--- src/rtl/demux_1to8_seq.sv ---
// demux_1to8_seq: sequential 1-to-8 demultiplexer / deserializer.
// Receiving end of the 8-to-1 select-mux path. Select value k lands in
// y[7-k], so a mux driven by an incrementing select round-trips bit-exact.
//
// Modes
//   manual (auto=0): y[7-s] <= d on every enabled cycle.
//   auto   (auto=1): bits are collected into a frame buffer under an internal
//                    slot counter; the 8th bit loads the whole frame into y
//                    and pulses valid for one cycle.
//
// Ports
//   clk    in   system clock, rising edge
//   rst    in   asynchronous active-high reset
//   en     in   write enable; nothing changes while low
//   d      in   serial data bit
//   s      in   [2:0] slot select (manual mode)
//   auto   in   1 = auto-sequencing, 0 = manual
//   y      out  [7:0] registered parallel output
//   valid  out  one-cycle pulse when an auto frame is loaded into y
//   idx    out  [2:0] auto slot counter
//   abort  out  one-cycle pulse when a partial auto frame is discarded
//               (present only when DEMUX_ABORT_FLAG_EN is defined)
//
// Optional build macro: DEMUX_ABORT_FLAG_EN adds the abort output.
// Without it, abort handling is identical but not flagged.
module demux_1to8_seq #(
  parameter logic [7:0] RST_VAL = 8'h00
) (
  input  logic       clk,
  input  logic       rst,
  input  logic       en,
  input  logic       d,
  input  logic [2:0] s,
  input  logic       auto,
  output logic [7:0] y,
  output logic       valid,
  output logic [2:0] idx
`ifdef DEMUX_ABORT_FLAG_EN
  ,
  output logic       abort
`endif
);

  localparam logic [2:0] LAST = 3'd7;

  logic [7:0] frame_buf, frame_buf_nxt;
  logic [7:0] y_nxt;
  logic [2:0] idx_nxt;
  logic       valid_nxt;
  logic       abort_nxt;

  always_comb begin
    y_nxt         = y;
    frame_buf_nxt = frame_buf;
    idx_nxt       = idx;
    valid_nxt     = 1'b0;
    abort_nxt     = 1'b0;
    if (en) begin
      if (!auto) begin
        // idx is only ever nonzero inside an auto frame, so a nonzero idx in
        // manual mode means auto just fell mid-frame: discard the partial
        // frame and drop this cycle's manual write.
        if (idx != 3'd0) begin
          frame_buf_nxt = RST_VAL;
          idx_nxt       = 3'd0;
          abort_nxt     = 1'b1;
        end else begin
          y_nxt[LAST - s] = d;
        end
      end else if (idx == LAST) begin
        // Last bit bypasses the buffer so y is valid one cycle after it.
        y_nxt         = {frame_buf[7:1], d};
        frame_buf_nxt = RST_VAL;
        idx_nxt       = 3'd0;
        valid_nxt     = 1'b1;
      end else begin
        frame_buf_nxt[LAST - idx] = d;
        idx_nxt                   = idx + 3'd1;
      end
    end
  end

  always_ff @(posedge clk or posedge rst) begin
    if (rst) begin
      y         <= RST_VAL;
      frame_buf <= RST_VAL;
      idx       <= 3'd0;
      valid     <= 1'b0;
    end else begin
      y         <= y_nxt;
      frame_buf <= frame_buf_nxt;
      idx       <= idx_nxt;
      valid     <= valid_nxt;
    end
  end

`ifdef DEMUX_ABORT_FLAG_EN
  always_ff @(posedge clk or posedge rst) begin
    if (rst) abort <= 1'b0;
    else     abort <= abort_nxt;
  end
`else
  // abort_nxt has no consumer in this build.
  logic unused_abort;
  assign unused_abort = abort_nxt;
`endif

endmodule

--- config.mk ---
export PLATFORM = sky130hd
export DESIGN_NAME = demux_1to8_seq
export DESIGN_NICKNAME = d
export VERILOG_FILES = /design/src/rtl/demux_1to8_seq.sv
export SDC_FILE = /design/constraint.sdc
export NUM_CORES = 1
export LEC_CHECK = 0
export CORE_UTILIZATION = 50
export DETAILED_ROUTE_END_ITERATION = 7
export PLACE_DENSITY = 0.76
export SYNTH_ARGS = -nofsm -noshare
export SYNTH_HDL_FRONTEND = slang
export SYNTH_SLANG_ARGS = --single-unit
--- constraint.sdc ---
create_clock -name clk -period 2.1 [get_ports clk]
set_input_delay 0.63 -clock clk [delete_from_list [all_inputs] [get_ports clk]]
set_output_delay 0.63 -clock clk [all_outputs]
set_load 0.02 [all_outputs]
-- Yosys cells after proc, flatten, opt, wreduce, memory -nomap -nowiden
Index checks and enable logic that the tools add are counted.
Widths: inputs -> output; s select.
- add/sub/neg operators: 3
- order comparisons: 4
- eq/ne operators: 3
- multiplexer cells: 18
- reduce and logical (&&, ||, !) cells: 6
- operators with widths (cell ; count):
    $mux 8 ; 6
    $bwmux 8 ; 2
    $mux 3 ; 3
    $lt 3x4->1 const B ; 2
    $demux 1 s3 ; 2
    $ge 3x1->1 const B ; 2
    $sub 3x3->3 const A ; 2
    $mux 1 ; 5
    $add 3x1->3 const B ; 1
    $eq 3x3->1 const B ; 1
    $reduce_and 3->1 ; 1
    $reduce_bool 3->1 ; 1
    $logic_and 1x1->1 ; 2
    $ne 2x1->1 const B ; 1
    $ne 2x2->1 const B ; 1
    $reduce_and 2->1 ; 1
    $reduce_bool 2->1 ; 1
- register bits after elaboration: 20
- input bits: 8
- output and inout port bits: 12
- word-level logic and storage cells: 38

-- Depth between registers and ports, before layout
- depth after elaboration: 8
- mapped depth: 7
- gate-level depth less buffers: 6

-- Worst setup path before layout
No wires, ideal clock.
- path type: register to register
- start point: register idx[0]
- end point: register y[0]
- setup time: 0.125 ns
- arrival time: 1.958 ns
- required time: 1.975 ns
- path slack: 0.017 ns
- stages on the path, launching flop included: 8
- path buffers: 2
- clock period less this slack: 2.083 ns
- path through: dfrtp_1 > clkbuf_1 > inv_1 > ha_1 > and4bb_2 > buf_2 > o22ai_1 > mux2_2
- cells in the longest elaborated chain, start to end: 3
- elaborated cells on any way between the ends: 5
- those cells by class: eq/ne (3); reduce/logical (2)
- RTL lines (item ; line ; source):
    start: declaration ; 37 ; output logic [2:0] idx
    start signal: assignment ; 92 ; idx <= idx_nxt;
    $eq 3x3->1 / $reduce_bool 3->1 (equally long branches) ; 70, 63 ;
    $ne 2x1->1 (no source line) / $ne 2x2->1 (equally long branches) ; n/a ;
    $reduce_and 3->1 (no source line) (*) ; n/a ;
    end signal: assignment ; 90 ; y <= y_nxt;
    end: declaration ; 35 ; output logic [7:0] y,
Every way passes the cells marked *; elsewhere a longest branch is shown, timed or not.
A chain may end at the register's enable or synchronous reset.

-- Final worst setup path
- start point: register idx[0]
- end point: output idx[0]
No word-level cell between the ends.

==> results.py <==
metrics = {
    "worst_setup_path": {
        "ff2ff_path_depth": 5,
        "arrival_ps": 1410,
        "rrSetupSlack_ps": 260,
        "cpPeakStageDelay_ps": 650,
        "reg2reg_from": "idx[1]",
        "endpoint_kind": "output pin",
        "start_kind": "register",
        "critPathKind": "reg -> out",
        "crit_fanout": 8,
        "worstPathRequired_ps": 1470,
        "path_buf_inv": 1,
        "worst_path_max_delay_cell": "clkdlybuf4s50_1",
        "cp-startpoint": "idx[0]",
        "rr_endpoint": "y[0]",
        "worstPathCellList": "clkdlybuf4s50_1",
        "cpLargestDelayFamily": "buffers and inverters",
    },
    "power_and_ir_drop": {
        "leakagePower_uw": 0.000727,
        "irDropWorstVdd_v": 0.000636,
        "finalPower_uw": 1370,
        "p_per_area_nw_per_um2": 908,
    },
    "clocking": {
        "cts_buffer_depth": 2,
        "clock_sinks": 19,
        "insertion_delay_ps": 290,
        "cts_tree": "built",
        "postCtsSetupBuffers": 0,
        "h-tree-depth": 1,
        "clkTransAtPathRegs_ps": 100,
        "clock-root-buffer": "clkbuf_4",
        "cts_buffers": 3,
    },
    "final_layout": {
        "area_growth_pct": 26.9,
        "num_antenna_cells": 0,
        "finish.net_count": 161,
        "layout-drive-gt1-share_pct": 18.2,
    },
    "routing": {
        "postRouteAntennaNets": 0,
        "avgViaCountPerCell": 5.77,
        "finalWirelength_mm": 2.51,
        "drc": 0,
        "drtPass1Iterations": 4,
        "vias": 1016,
        "routedWlPerCell_um": 14.3,
        "drt_iter0_drc": 47,
    },
    "logic_synthesis": {
        "synth_compound_area_share_pct": 21.0,
        "synth_area_leader_cell": "dfrtp_1",
        "syn_inst": 120,
        "synth-seq-cells": 19,
        "async_flop_share_pct": 100,
        "synth_top_family_by_area": "simple AND/OR/NAND/NOR gates",
        "netlist_area_um2": 1180,
        "synth_edf_count": 0,
        "synth_adder_area_share_pct": 4.22,
        "synth-xor-area-share_pct": 0,
        "syn_nets": 132,
        "syn_area_per_cell_um2": 9.87,
        "synthDistinctLibCells": 33,
        "synth_warnings": 0,
        "synthSimpleGateAreaFrac_pct": 23.9,
        "synth_top_area_share_pct": 40.1,
        "synthTopCellsByArea": "dfrtp_1, o211ai_1, and3b_1",
        "yosys-mux-area-fraction_pct": 2.75,
        "ys.flop_type": "dfrtp_1",
        "yosysSeqAreaShare_pct": 40.1,
    },
    "global_routing": {
        "grt_pass1_wl_mm": 4.28,
        "grt_max_degree": 20,
        "overflow": 0,
        "grt_pass1_vias": 967,
        "antenna_found_initial": 0,
        "grt_use_total_pct": 22.5,
    },
    "sta": {
        "rsz0062_at_grt": "false",
        "tightest_slew_ps": 262,
        "setup_tns_ps": 0,
        "min_period_ps": 2040,
        "slew_violations": 0,
        "setup_viol": 0,
        "finalClockSkew_ps": 5.51,
        "max_freq_mhz": 490,
        "max-slew-margin-rel_pct": 82.5,
        "setup_slack_ps": 57.2,
        "post-route-period-util_pct": 97.3,
        "hold_viol_final": 0,
    },
    "die": {
        "start_util_pct": 53.1,
        "die_w_um": 50.7,
        "ios": 20,
        "core.rowCount": 17,
        "die_h_um": 50.7,
        "coreArea_um2": 2230,
        "dieArea_um2": 2570,
    },
    "status": {
        "outcome": "finished, final reports clean",
    },
    "placed_design": {
        "gp_congestion": 0.863,
        "dpl.hpwl_mm": 1.87,
        "place_ws_ps": -32.9,
        "portBuffers": 19,
    },
    "hold_path": {
        "hold_class": "reg -> reg",
        "whs_path_depth": 1,
        "hold_end": "y[1]",
        "hold_start": "y[1]",
    },
    "run": {
        "drv_cap": 0,
    },
}
## layout make-up
class                           instances  area, µm²
Clock buffer                            3       22.5
Multi-Input combinational cell         80        614
Tap cell                               28       35.0
Inverter                               10       37.5
Clock inverter                          1       5.00
Timing Repair Buffer                   35        313
Sequential cell                        19        477
Fill cell                             190        729
## per-layer routing
metal	wire length, µm	vias to the layer above	GRT usage, %
li1	-	504	-
met1	1210	476	30.4
met2	1160	32	33.8
met3	108	4	3.03
met4	33	0	13.9
met5	0	-	0
## per-stage QoR
stage          hold WS (ps)  util [%]  std cells  cell area (µm²)
2_1_floorplan           457         -        120             1180
3_3_place_gp            476      65.9        172             1470
3_5_place_dp            482      65.9        172             1470
4_1_cts                 510      67.2        176             1500
5_1_grt                 539      67.3        176             1500
6_report                502      67.3        176             1500
## sequential cells by signal (all words and copies together) (netlist names)
| signal | count |
|---|---|
| frame_buf | 7 |
| idx | 3 |
| valid | 1 |
| y | 8 |
## synthesized netlist by cell type, types with 2 or more instances
master     count
ha_1           4
a221oi_1       5
a32o_1         4
nor2b_1        3
and3b_1        6
o211ai_1       7
inv_1          9
nor2_1         8
clkbuf_1       8
nand2_1        4
mux2_2         2
nor3b_1        6
dfrtp_1       19
buf_6          2
o22ai_1        8
nor3_1         2
and4bb_2       2
o2bb2ai_1      3
nand3_1        2
a21o_1         2
and3_1         2
## cells by family (layout without fill, tap and decap cells)
group,after synthesis,after routing
adders and majority gates,4,4
buffers and inverters,21,49
AOI/OAI and AO/OA,32,32
muxes,3,3
and+or+nand+nor,41,41
DFF,19,19
## cell usage in the layout (no fill, tap or decap)
cell type and instances:
dfrtp_1 18, clkdlybuf4s50_1 18, buf_4 16, inv_1 9, o22ai_1 8, nor2_1 8
o211ai_1 7, and3b_1 6, nor3b_1 6, a221oi_1 5, nand2_1 4, a32o_1 4
ha_1 4, nor2b_1 3, o2bb2ai_1 3, clkbuf_4 3, and4bb_2 2, nand3_1 2
and3_1 2, mux2_2 2, nor3_1 2, a21o_1 2, inv_2 1, a22oi_1 1
or2b_1 1, or3b_1 1, and4b_1 1, and2_1 1, a22o_1 1, o21ai_0 1
nor4b_4 1, nand3b_1 1, mux2i_1 1, clkinv_2 1, dfrtp_2 1, dlymetal6s2s_1 1
## power by group
| part | internal, µW | switching, µW |
|---|---|---|
| Combinational | 321 | 314 |
| Sequential | 461 | 85.4 |
| Clock | 70.8 | 113 |
| Total | 853 | 512 |
## worst max path at each step
stage | to | slack [ps] | cells after the start
floorplan | y[0] | 20 | 7
global placement | y[2] | -3 | 4
detailed placement | y[0] | -30 | 4
CTS | idx[1] | 6 | 1
global route | idx[0] | 3 | 1
finish | idx[0] | 60 | 1
## timing repair
action,in CTS,in global routing
endpoints found under the setup margin,1,1
hold buffers,0,0
gates resized for setup,1,1
No activity file was read; power rests on OpenSTA's default activity.
